===== src/rtl/data_mem_access.sv =====
// MEM-stage load/store unit: checks the ALU effective address, runs one req/ack bus
// transaction with timeout, and returns extended load data or an error code.
module data_mem_access #(
  parameter logic [31:0] MEM_BASE  = 32'h0000_1000,
  parameter logic [31:0] MEM_LIMIT = 32'h0000_1FFF,
  parameter int unsigned TIMEOUT   = 16
) (
  input  logic        clk,
  input  logic        rst,
  input  logic        mem_req_valid,
  output logic        mem_req_ready,
  input  logic [2:0]  mem_op,
  input  logic [31:0] ALU_result,
  input  logic [31:0] store_data,
  output logic        bus_req,
  output logic        bus_we,
  output logic [31:0] bus_addr,
  output logic [3:0]  bus_be,
  output logic [31:0] bus_wdata,
  input  logic        bus_ack,
  input  logic [31:0] bus_rdata,
  output logic        resp_valid,
  output logic [31:0] resp_data,
  output logic        resp_err,
  output logic [1:0]  resp_code
);

  typedef enum logic [2:0] {
    OP_LW  = 3'b000, OP_LH = 3'b001, OP_LHU = 3'b010, OP_LB = 3'b011,
    OP_LBU = 3'b100, OP_SW = 3'b101, OP_SH  = 3'b110, OP_SB = 3'b111
  } mem_op_e;

  typedef enum logic [1:0] {IDLE, BUS, RESP} state_e;

  typedef enum logic [1:0] {
    CODE_OK = 2'b00, CODE_MISALIGNED = 2'b01, CODE_INVALID = 2'b10, CODE_TIMEOUT = 2'b11
  } resp_code_e;

  localparam logic [7:0] LAST_WAIT = 8'(TIMEOUT - 1);

  state_e     state;
  mem_op_e    op_q;
  logic [1:0] lane_q;
  logic [7:0] wait_cnt;

  mem_op_e     op_in;
  logic        misaligned;
  logic        out_of_range;
  logic        is_store;
  logic [3:0]  be_in;
  logic [31:0] wdata_in;

  assign op_in         = mem_op_e'(mem_op);
  assign mem_req_ready = (state == IDLE) && !rst;
  assign out_of_range  = (ALU_result < MEM_BASE) || (ALU_result > MEM_LIMIT);

  always_comb begin
    // NOTE: every always_comb output gets a default first so no path infers a latch.
    misaligned = 1'b0;
    is_store   = 1'b0;
    be_in      = 4'b1111;
    wdata_in   = '0;
    case (op_in)
      OP_LW:         misaligned = |ALU_result[1:0];
      OP_LH, OP_LHU: misaligned = ALU_result[0];
      OP_SW: begin
        misaligned = |ALU_result[1:0];
        is_store   = 1'b1;
        wdata_in   = store_data;
      end
      OP_SH: begin
        misaligned = ALU_result[0];
        is_store   = 1'b1;
        be_in      = ALU_result[1] ? 4'b1100 : 4'b0011;
        wdata_in   = {2{store_data[15:0]}};
      end
      OP_SB: begin
        is_store = 1'b1;
        be_in    = 4'b0001 << ALU_result[1:0];
        wdata_in = {4{store_data[7:0]}};
      end
      default: ;
    endcase
  end

  // Lane select plus extension; stores fall through to zero.
  function automatic logic [31:0] load_extend(input mem_op_e op, input logic [1:0] lane,
                                              input logic [31:0] word);
    logic [7:0]  b;
    logic [15:0] h;
    b = 8'(word >> {lane, 3'b000});
    h = lane[1] ? word[31:16] : word[15:0];
    case (op)
      OP_LW:   return word;
      OP_LH:   return {{16{h[15]}}, h};
      OP_LHU:  return {16'h0000, h};
      OP_LB:   return {{24{b[7]}}, b};
      OP_LBU:  return {24'h000000, b};
      default: return '0;
    endcase
  endfunction

  always_ff @(posedge clk) begin
    // NOTE: sequential state uses non-blocking assignments only, so every register
    // samples the pre-edge values regardless of statement order.
    if (rst) begin
      state      <= IDLE;
      op_q       <= OP_LW;
      lane_q     <= '0;
      wait_cnt   <= '0;
      bus_req    <= 1'b0;
      bus_we     <= 1'b0;
      bus_addr   <= '0;
      bus_be     <= '0;
      bus_wdata  <= '0;
      resp_valid <= 1'b0;
      resp_data  <= '0;
      resp_err   <= 1'b0;
      resp_code  <= CODE_OK;
    end else begin
      resp_valid <= 1'b0;
      case (state)
        IDLE: begin
          if (mem_req_valid) begin
            op_q      <= op_in;
            lane_q    <= ALU_result[1:0];
            wait_cnt  <= '0;
            resp_data <= '0;
            if (misaligned || out_of_range) begin
              state      <= RESP;
              resp_valid <= 1'b1;
              resp_err   <= 1'b1;
              // Misalignment outranks a bad address.
              resp_code  <= misaligned ? CODE_MISALIGNED : CODE_INVALID;
            end else begin
              state     <= BUS;
              bus_req   <= 1'b1;
              bus_we    <= is_store;
              bus_addr  <= {ALU_result[31:2], 2'b00};
              bus_be    <= be_in;
              bus_wdata <= wdata_in;
            end
          end
        end
        BUS: begin
          // An ack in the final wait cycle still completes successfully.
          if (bus_ack || wait_cnt == LAST_WAIT) begin
            state      <= RESP;
            resp_valid <= 1'b1;
            resp_err   <= !bus_ack;
            resp_code  <= bus_ack ? CODE_OK : CODE_TIMEOUT;
            resp_data  <= bus_ack ? load_extend(op_q, lane_q, bus_rdata) : '0;
            bus_req    <= 1'b0;
            bus_we     <= 1'b0;
            bus_addr   <= '0;
            bus_be     <= '0;
            bus_wdata  <= '0;
          end else begin
            wait_cnt <= wait_cnt + 8'd1;
          end
        end
        RESP: begin
          state     <= IDLE;
          resp_data <= '0;
          resp_err  <= 1'b0;
          resp_code <= CODE_OK;
        end
        default: state <= IDLE;
      endcase
    end
  end

endmodule


===== config.mk =====
export PLATFORM = sky130hd
export DESIGN_NAME = data_mem_access
export DESIGN_NICKNAME = d
export VERILOG_FILES = /design/src/rtl/data_mem_access.sv
export SDC_FILE = /design/constraint.sdc
export NUM_CORES = 1
export LEC_CHECK = 0
export ABC_AREA = 1
export CAP_MARGIN = 10
export CORE_MARGIN = 8
export CORE_UTILIZATION = 47
export CTS_BUF_LIST = sky130_fd_sc_hd__clkbuf_4
export DETAILED_ROUTE_END_ITERATION = 12
export HOLD_SLACK_MARGIN = 0.03
export PLACE_DENSITY_LB_ADDON = 0.12
export SLEW_MARGIN = 20
export SYNTH_ARGS = -nofsm -noshare
export SYNTH_HDL_FRONTEND = slang
export SYNTH_SLANG_ARGS = --single-unit

===== constraint.sdc =====
create_clock -name clk -period 2.1 [get_ports clk]
set_input_delay 0.42 -clock clk [delete_from_list [all_inputs] [get_ports clk]]
set_output_delay 0.42 -clock clk [all_outputs]
set_load 0.05 [all_outputs]

==> results.json, run 1 <==
{
  "post-place-ws_ns": -0.128,
  "io_pins": 210,
  "grt_pass1_vias": 6337,
  "r2r_setup_slack_ns": 0.22,
  "async_flop_share_pct": 0,
  "h-tree-depth": 4,
  "powerDensity_nw_per_um2": 727,
  "avgSynthCellArea_um2": 6.56,
  "critPathCaptureType": "output port",
  "die_y_um": 129,
  "placed_cell_area_um2": 8400,
  "numCtsBuffers": 17,
  "cts_tree": "done",
  "drtIter0Drc": 471,
  "ys.warnings.count": 0,
  "worst_clock_skew_ns": 0.0134,
  "clock_latency_ns": 0.51,
  "setup_viol": 0,
  "fin_ws_ns": 0.148,
  "routed_wl_um": 19000,
  "final_area_um2": 8560,
  "ys.flop_type": "dfxtp_1",
  "rsz0062_at_grt": "false",
  "power_mw": 6.22,
  "coreArea_um2": 12600,
  "timing.setup.tns_ns": 0,
  "gp_congestion": 0.906,
  "fill_cells": 1259,
  "port_buffers": 207,
  "vias": 6705,
  "synth_seq_area_share_pct": 39.4,
  "cts_setup_buffers": 0,
  "antenna_found_initial": 1,
  "synth_area_um2": 6050,
  "timing.final.crit_period_ns": 1.95,
  "slew_headroom_pct": 64.1,
  "critPathLaunchType": "flip-flop",
  "power_leakage_nw": 4.03,
  "die_width_um": 129,
  "fin_crit_sh_pct": 92.9,
  "firstDrtPassIters": 5,
  "grt_pass1_wl_um": 30400,
  "die-area_um2": 16800,
  "synth.area.top_cells": "dfxtp_1 39%, nand2_1 17%, nand3_1 9.9%",
  "synth_top_cell_area_share_pct": 39.4,
  "dpl.hpwl_um": 14200,
  "layout-drive-gt1-share_pct": 8.41,
  "fmax_ghz": 0.512,
  "arrival_ns": 1.53,
  "holdBufCountCts": 0,
  "wl_per_cell_um": 14.5,
  "yosys.area.top_type": "dfxtp_1",
  "grt_usage_pct": 22.4,
  "vias_per_cell": 5.10,
  "rows": 41,
  "ys_seq_elements": 119,
  "grt-ovfl-total": 0,
  "finalHoldViolCount": 0,
  "synth.distinct_cells": 28,
  "root_buffer": "clkbuf_4",
  "ir_drop_mv": 0.297,
  "crit_type": "reg -> out",
  "nets": 1238,
  "status": "completed",
  "hold_path_class": "in -> reg",
  "cp.required_ns": 1.68,
  "synth_edf_count": 0,
  "initial_core_util_pct": 47.9,
  "remaining_drc_errors": 0,
  "cts_num_sinks": 119,
  "ctsLongestPathBuffers": 2,
  "ctsResizeCount": 104,
  "crit_path_max_fanout": 4,
  "synthCells": 923,
  "ant_nets": 0,
  "slew_viol_final": 0,
  "clk_pin_slew_worst_paths_ns": 0.10,
  "area_growth_pct": 41.4,
  "grt_max_degree": 52,
  "tightestPinTransition_ns": 0.539,
  "maxCapViolCount": 0
}
worst max-delay path, cell delays in order, from the launching register on:
cell and delay, ns:
dfxtp_1 0.36, inv_1 0.10, ha_2 0.23, inv_2 0.05, nor2_2 0.13, buf_12 0.16
metrics by stage:
step | hold slack, ns | util [%] | cells
5_1_grt | 0.412 | 67.8 | 1315
3_3_place_gp | 0.426 | 66.5 | 1283
4_1_cts | 0.383 | 67.8 | 1314
2_1_floorplan | 0.471 | - | 924
3_5_place_dp | 0.428 | 66.5 | 1283
6_report | 0.429 | 67.8 | 1315
logic make-up after synthesis:
| group | synth area share, % |
|---|---|
| simple gates | 32.8 |
| compound gates | 15.6 |
| buf+inv | 10.3 |
| flops | 39.4 |
| xor+xnor | 0.868 |
| fa+ha+maj | 1.03 |
| other cells | 0.0620 |
cell usage after synthesis (2+ instances only):
| library cell | n |
|---|---|
| o21ai_1 | 2 |
| a21oi_1 | 118 |
| inv_1 | 68 |
| nand4_1 | 3 |
| nor2_4 | 3 |
| nor2_1 | 60 |
| ha_1 | 5 |
| buf_1 | 5 |
| buf_4 | 5 |
| nand2_1 | 277 |
| dfxtp_1 | 119 |
| o21ai_0 | 38 |
| clkbuf_1 | 28 |
| inv_2 | 8 |
| xor2_1 | 5 |
| o211ai_1 | 17 |
| nand3_1 | 120 |
| buf_6 | 8 |
| buf_2 | 17 |
| nor3_1 | 4 |
| nand2_2 | 6 |
power breakdown:
part           switching, mW  internal, mW
sequential            0.0771          2.37
combinational           1.36         0.718
clock                  0.841         0.845
total                   2.28          3.94
layout make-up:
cell class	instances	area [um^2]	area share, %
Tap cell	172	215	2.51
Sequential cell	119	2380	27.8
Clock inverter	11	133	1.55
Inverter	77	289	3.38
Antenna cell	1	2.50	0.0292
Timing Repair Buffer	250	2330	27.3
Multi-Input combinational cell	665	3050	35.7
Clock buffer	20	150	1.75
layer usage:
metal	track usage [%]	wire, um
met3	6.90	1460
met4	8.13	344
met1	26.8	8270
met5	0	0
met2	37.1	8940
state kept, by name, indices dropped and copies added (netlist names):
signal and count:
bus_req 1, lane_q 2, state 2, bus_we 1, bus_addr 30, bus_wdata 32, resp_code 2, wait_cnt 8
resp_data 32, bus_be 4, resp_err 1, resp_valid 1, op_q 3
final timing paths:
| check | end | cells after the start | start |
|---|---|---|---|
| min | bus_addr[18] | 3 | rst |
| min reg2reg | bus_addr[14] | 2 | bus_addr[14] |
| max reg2reg | bus_wdata[21] | 9 | state[1] |
| max | mem_req_ready | 5 | state[1] |
placed cells by master (no fill, tap or decap), drive strengths merged:
master	count
a21oi	119
a31oi	1
buf	45
bufinv	3
clkbuf	20
clkdlybuf4s50	101
clkinv	9
conb	2
dfxtp	119
diode	1
dlygate4sd2	104
ha	5
inv	76
nand2	283
nand3	120
nand4	3
nor2	63
nor3	4
o211ai	17
o21ai	41
or2	1
xnor2	1
xor2	5
Note: power is estimated with default switching activity, not from simulation.
==> inputs of run 2 (changes only) <==
- SKIP_LAST_GASP: not set -> 1
==> results of run 2 <==
No change in the layout: final DEF, timing and power equal those of run 1.
==> inputs of run 3 (changes only) <==
- SETUP_SLACK_MARGIN: not set -> 0.15
==> results.json, run 3 (synthesis results as in run 1) <==
{
  "drtIter0Drc": 421,
  "root_buffer": "clkbuf_4",
  "io_pins": 210,
  "rows": 41,
  "final_common_cell": "nand2_1",
  "clk_pin_slew_worst_paths_ns": 0.10,
  "antennaDiodeCount": 0,
  "multi_input_area_um2": 3070,
  "grt_pass1_wl_um": 30600,
  "wl_per_cell_um": 14.5,
  "slew_headroom_pct": 64.0,
  "finalHoldViolCount": 0,
  "top_regs": "bus_wdata (32), resp_data (32), bus_addr (30)",
  "coreArea_um2": 12600,
  "crit_chain": "dlygate4sd2_1",
  "gp_congestion": 0.860,
  "layout-drive-gt1-share_pct": 9.00,
  "final_area_um2": 8560,
  "status": "completed",
  "arrival_ns": 1.46,
  "seq_area_um2": 2390,
  "crit_path_max_fanout": 2,
  "dpl.hpwl_um": 14200,
  "slowest_stage": "dlygate4sd2_1",
  "die-area_um2": 16800,
  "firstDrtPassIters": 5,
  "slew_viol_final": 0,
  "setup_viol": 0,
  "tightestPinTransition_ns": 0.541,
  "maxCapViolCount": 0,
  "fmax_ghz": 0.531,
  "crit_buf_inv": 1,
  "nets": 1240,
  "cts_tree": "done",
  "initial_core_util_pct": 47.9,
  "power_leakage_nw": 3.97,
  "p_seq_share_pct": 40.7,
  "vias": 6666,
  "numCtsBuffers": 17,
  "routed_wl_um": 19100,
  "post-place-ws_ns": -0.0952,
  "grt_usage_pct": 22.9,
  "antenna_found_initial": 0,
  "swShare_pct": 38.9,
  "powerDensity_nw_per_um2": 705,
  "area_growth_pct": 41.4,
  "h-tree-depth": 4,
  "ir_drop_mv": 0.377,
  "met2_length_um": 8850,
  "cts_num_sinks": 119,
  "power_frac_clock_pct": 24.5,
  "remaining_drc_errors": 0,
  "cp.required_ns": 1.68,
  "grt_pass1_vias": 6334,
  "p_sw_mw": 2.35,
  "dr_wl_met3_um": 1720,
  "power_mw": 6.03,
  "rsz0062_at_grt": "false",
  "fin_util_pct": 67.8,
  "crit_type": "reg -> out",
  "worst_clock_skew_ns": 0.0165,
  "die_width_um": 129,
  "critPathMaxStageDelay_ns": 0.55,
  "hold_path_class": "in -> reg",
  "ctsLongestPathBuffers": 2,
  "die_y_um": 129,
  "p_comb_share_pct": 34.8,
  "timing.final.crit_period_ns": 1.88,
  "fin_crit_sh_pct": 89.6,
  "grt_max_degree": 48,
  "timing.setup.tns_ns": 0,
  "port_buffers": 207,
  "critPathCaptureType": "output port",
  "vias_per_cell": 5.06,
  "highest_layer": "met4",
  "ant_nets": 0,
  "critPathLaunchType": "flip-flop",
  "internal-power_mw": 3.68,
  "grt-ovfl-total": 0,
  "most-common-layout-cells": "277 x nand2_1, 120 x nand3_1, 118 x a21oi_1",
  "met1_length_um": 8100,
  "cpLargestDelayFamily": "buffers and inverters",
  "fin_ws_ns": 0.218,
  "placed_cell_area_um2": 8390,
  "clock_latency_ns": 0.55,
  "fill_cells": 1211,
  "r2r_setup_slack_ns": 0.30
}
==> run 3: power groups by stage <==
stage                     clock (mW)  combinational [mW]  sequential, mW
after CTS                       1.52                2.09            2.45
after detailed placement           0                2.13            2.50
after global routing            1.61                2.29            2.47
after floorplan                    0                1.07            2.82
final                           1.48                2.10            2.46
after global placement             0                2.12            2.50
==> run 3: what timing repair did <==
item / 4_1_cts / 5_1_grt
pin swaps: 0 / 1
setup endpoints to repair: 103 / 57
resized for setup: 108 / 17
setup buffers: 0 / 1
endpoints found under the hold margin: 0 / 0
hold buffers: 0 / 0
==> run 3: path summary, 6_finish.rpt <==
| check | startpoint | endpoint | cells after the start |
|---|---|---|---|
| worst min register to register | bus_addr[27] | bus_addr[27] | 2 |
| worst max-delay path | bus_we | bus_we | 1 |
| worst max register to register | wait_cnt[0] | bus_wdata[10] | 8 |
| worst min-delay path | rst | resp_data[22] | 2 |
==> run 3: metrics by stage <==
stage               hold slack (ns)  std cells
finish                        0.279       1317
global route                  0.253       1317
CTS                           0.234       1316
detailed placement            0.427       1284
global placement              0.426       1284
floorplan                     0.471        924
==> run 3: area by class of cell <==
class,instances,share of cell area [%]
clock buffers,18,1.58
clock inverters,14,1.30
inverters,77,3.41
multi-input cells,665,35.8
flip-flops and latches,119,27.9
well taps,172,2.51
repair buffers,252,27.5
==> run 3: routing by layer <==
layer  vias to the layer above  track usage, %
met3                        36            7.15
li1                       3408               -
met5                         -               0
met1                      2979            27.3
met2                       243            37.4
met4                         0            9.43
==> run 3: worst reg2reg max path: stages, from the launching register on <==
cell	delay, ns
dfxtp_1	0.41
ha_1	0.25
nand2_2	0.10
o21ai_2	0.15
nand2_2	0.11
nor2_4	0.17
buf_4	0.27
nand3_1	0.12
a21oi_1	0.15
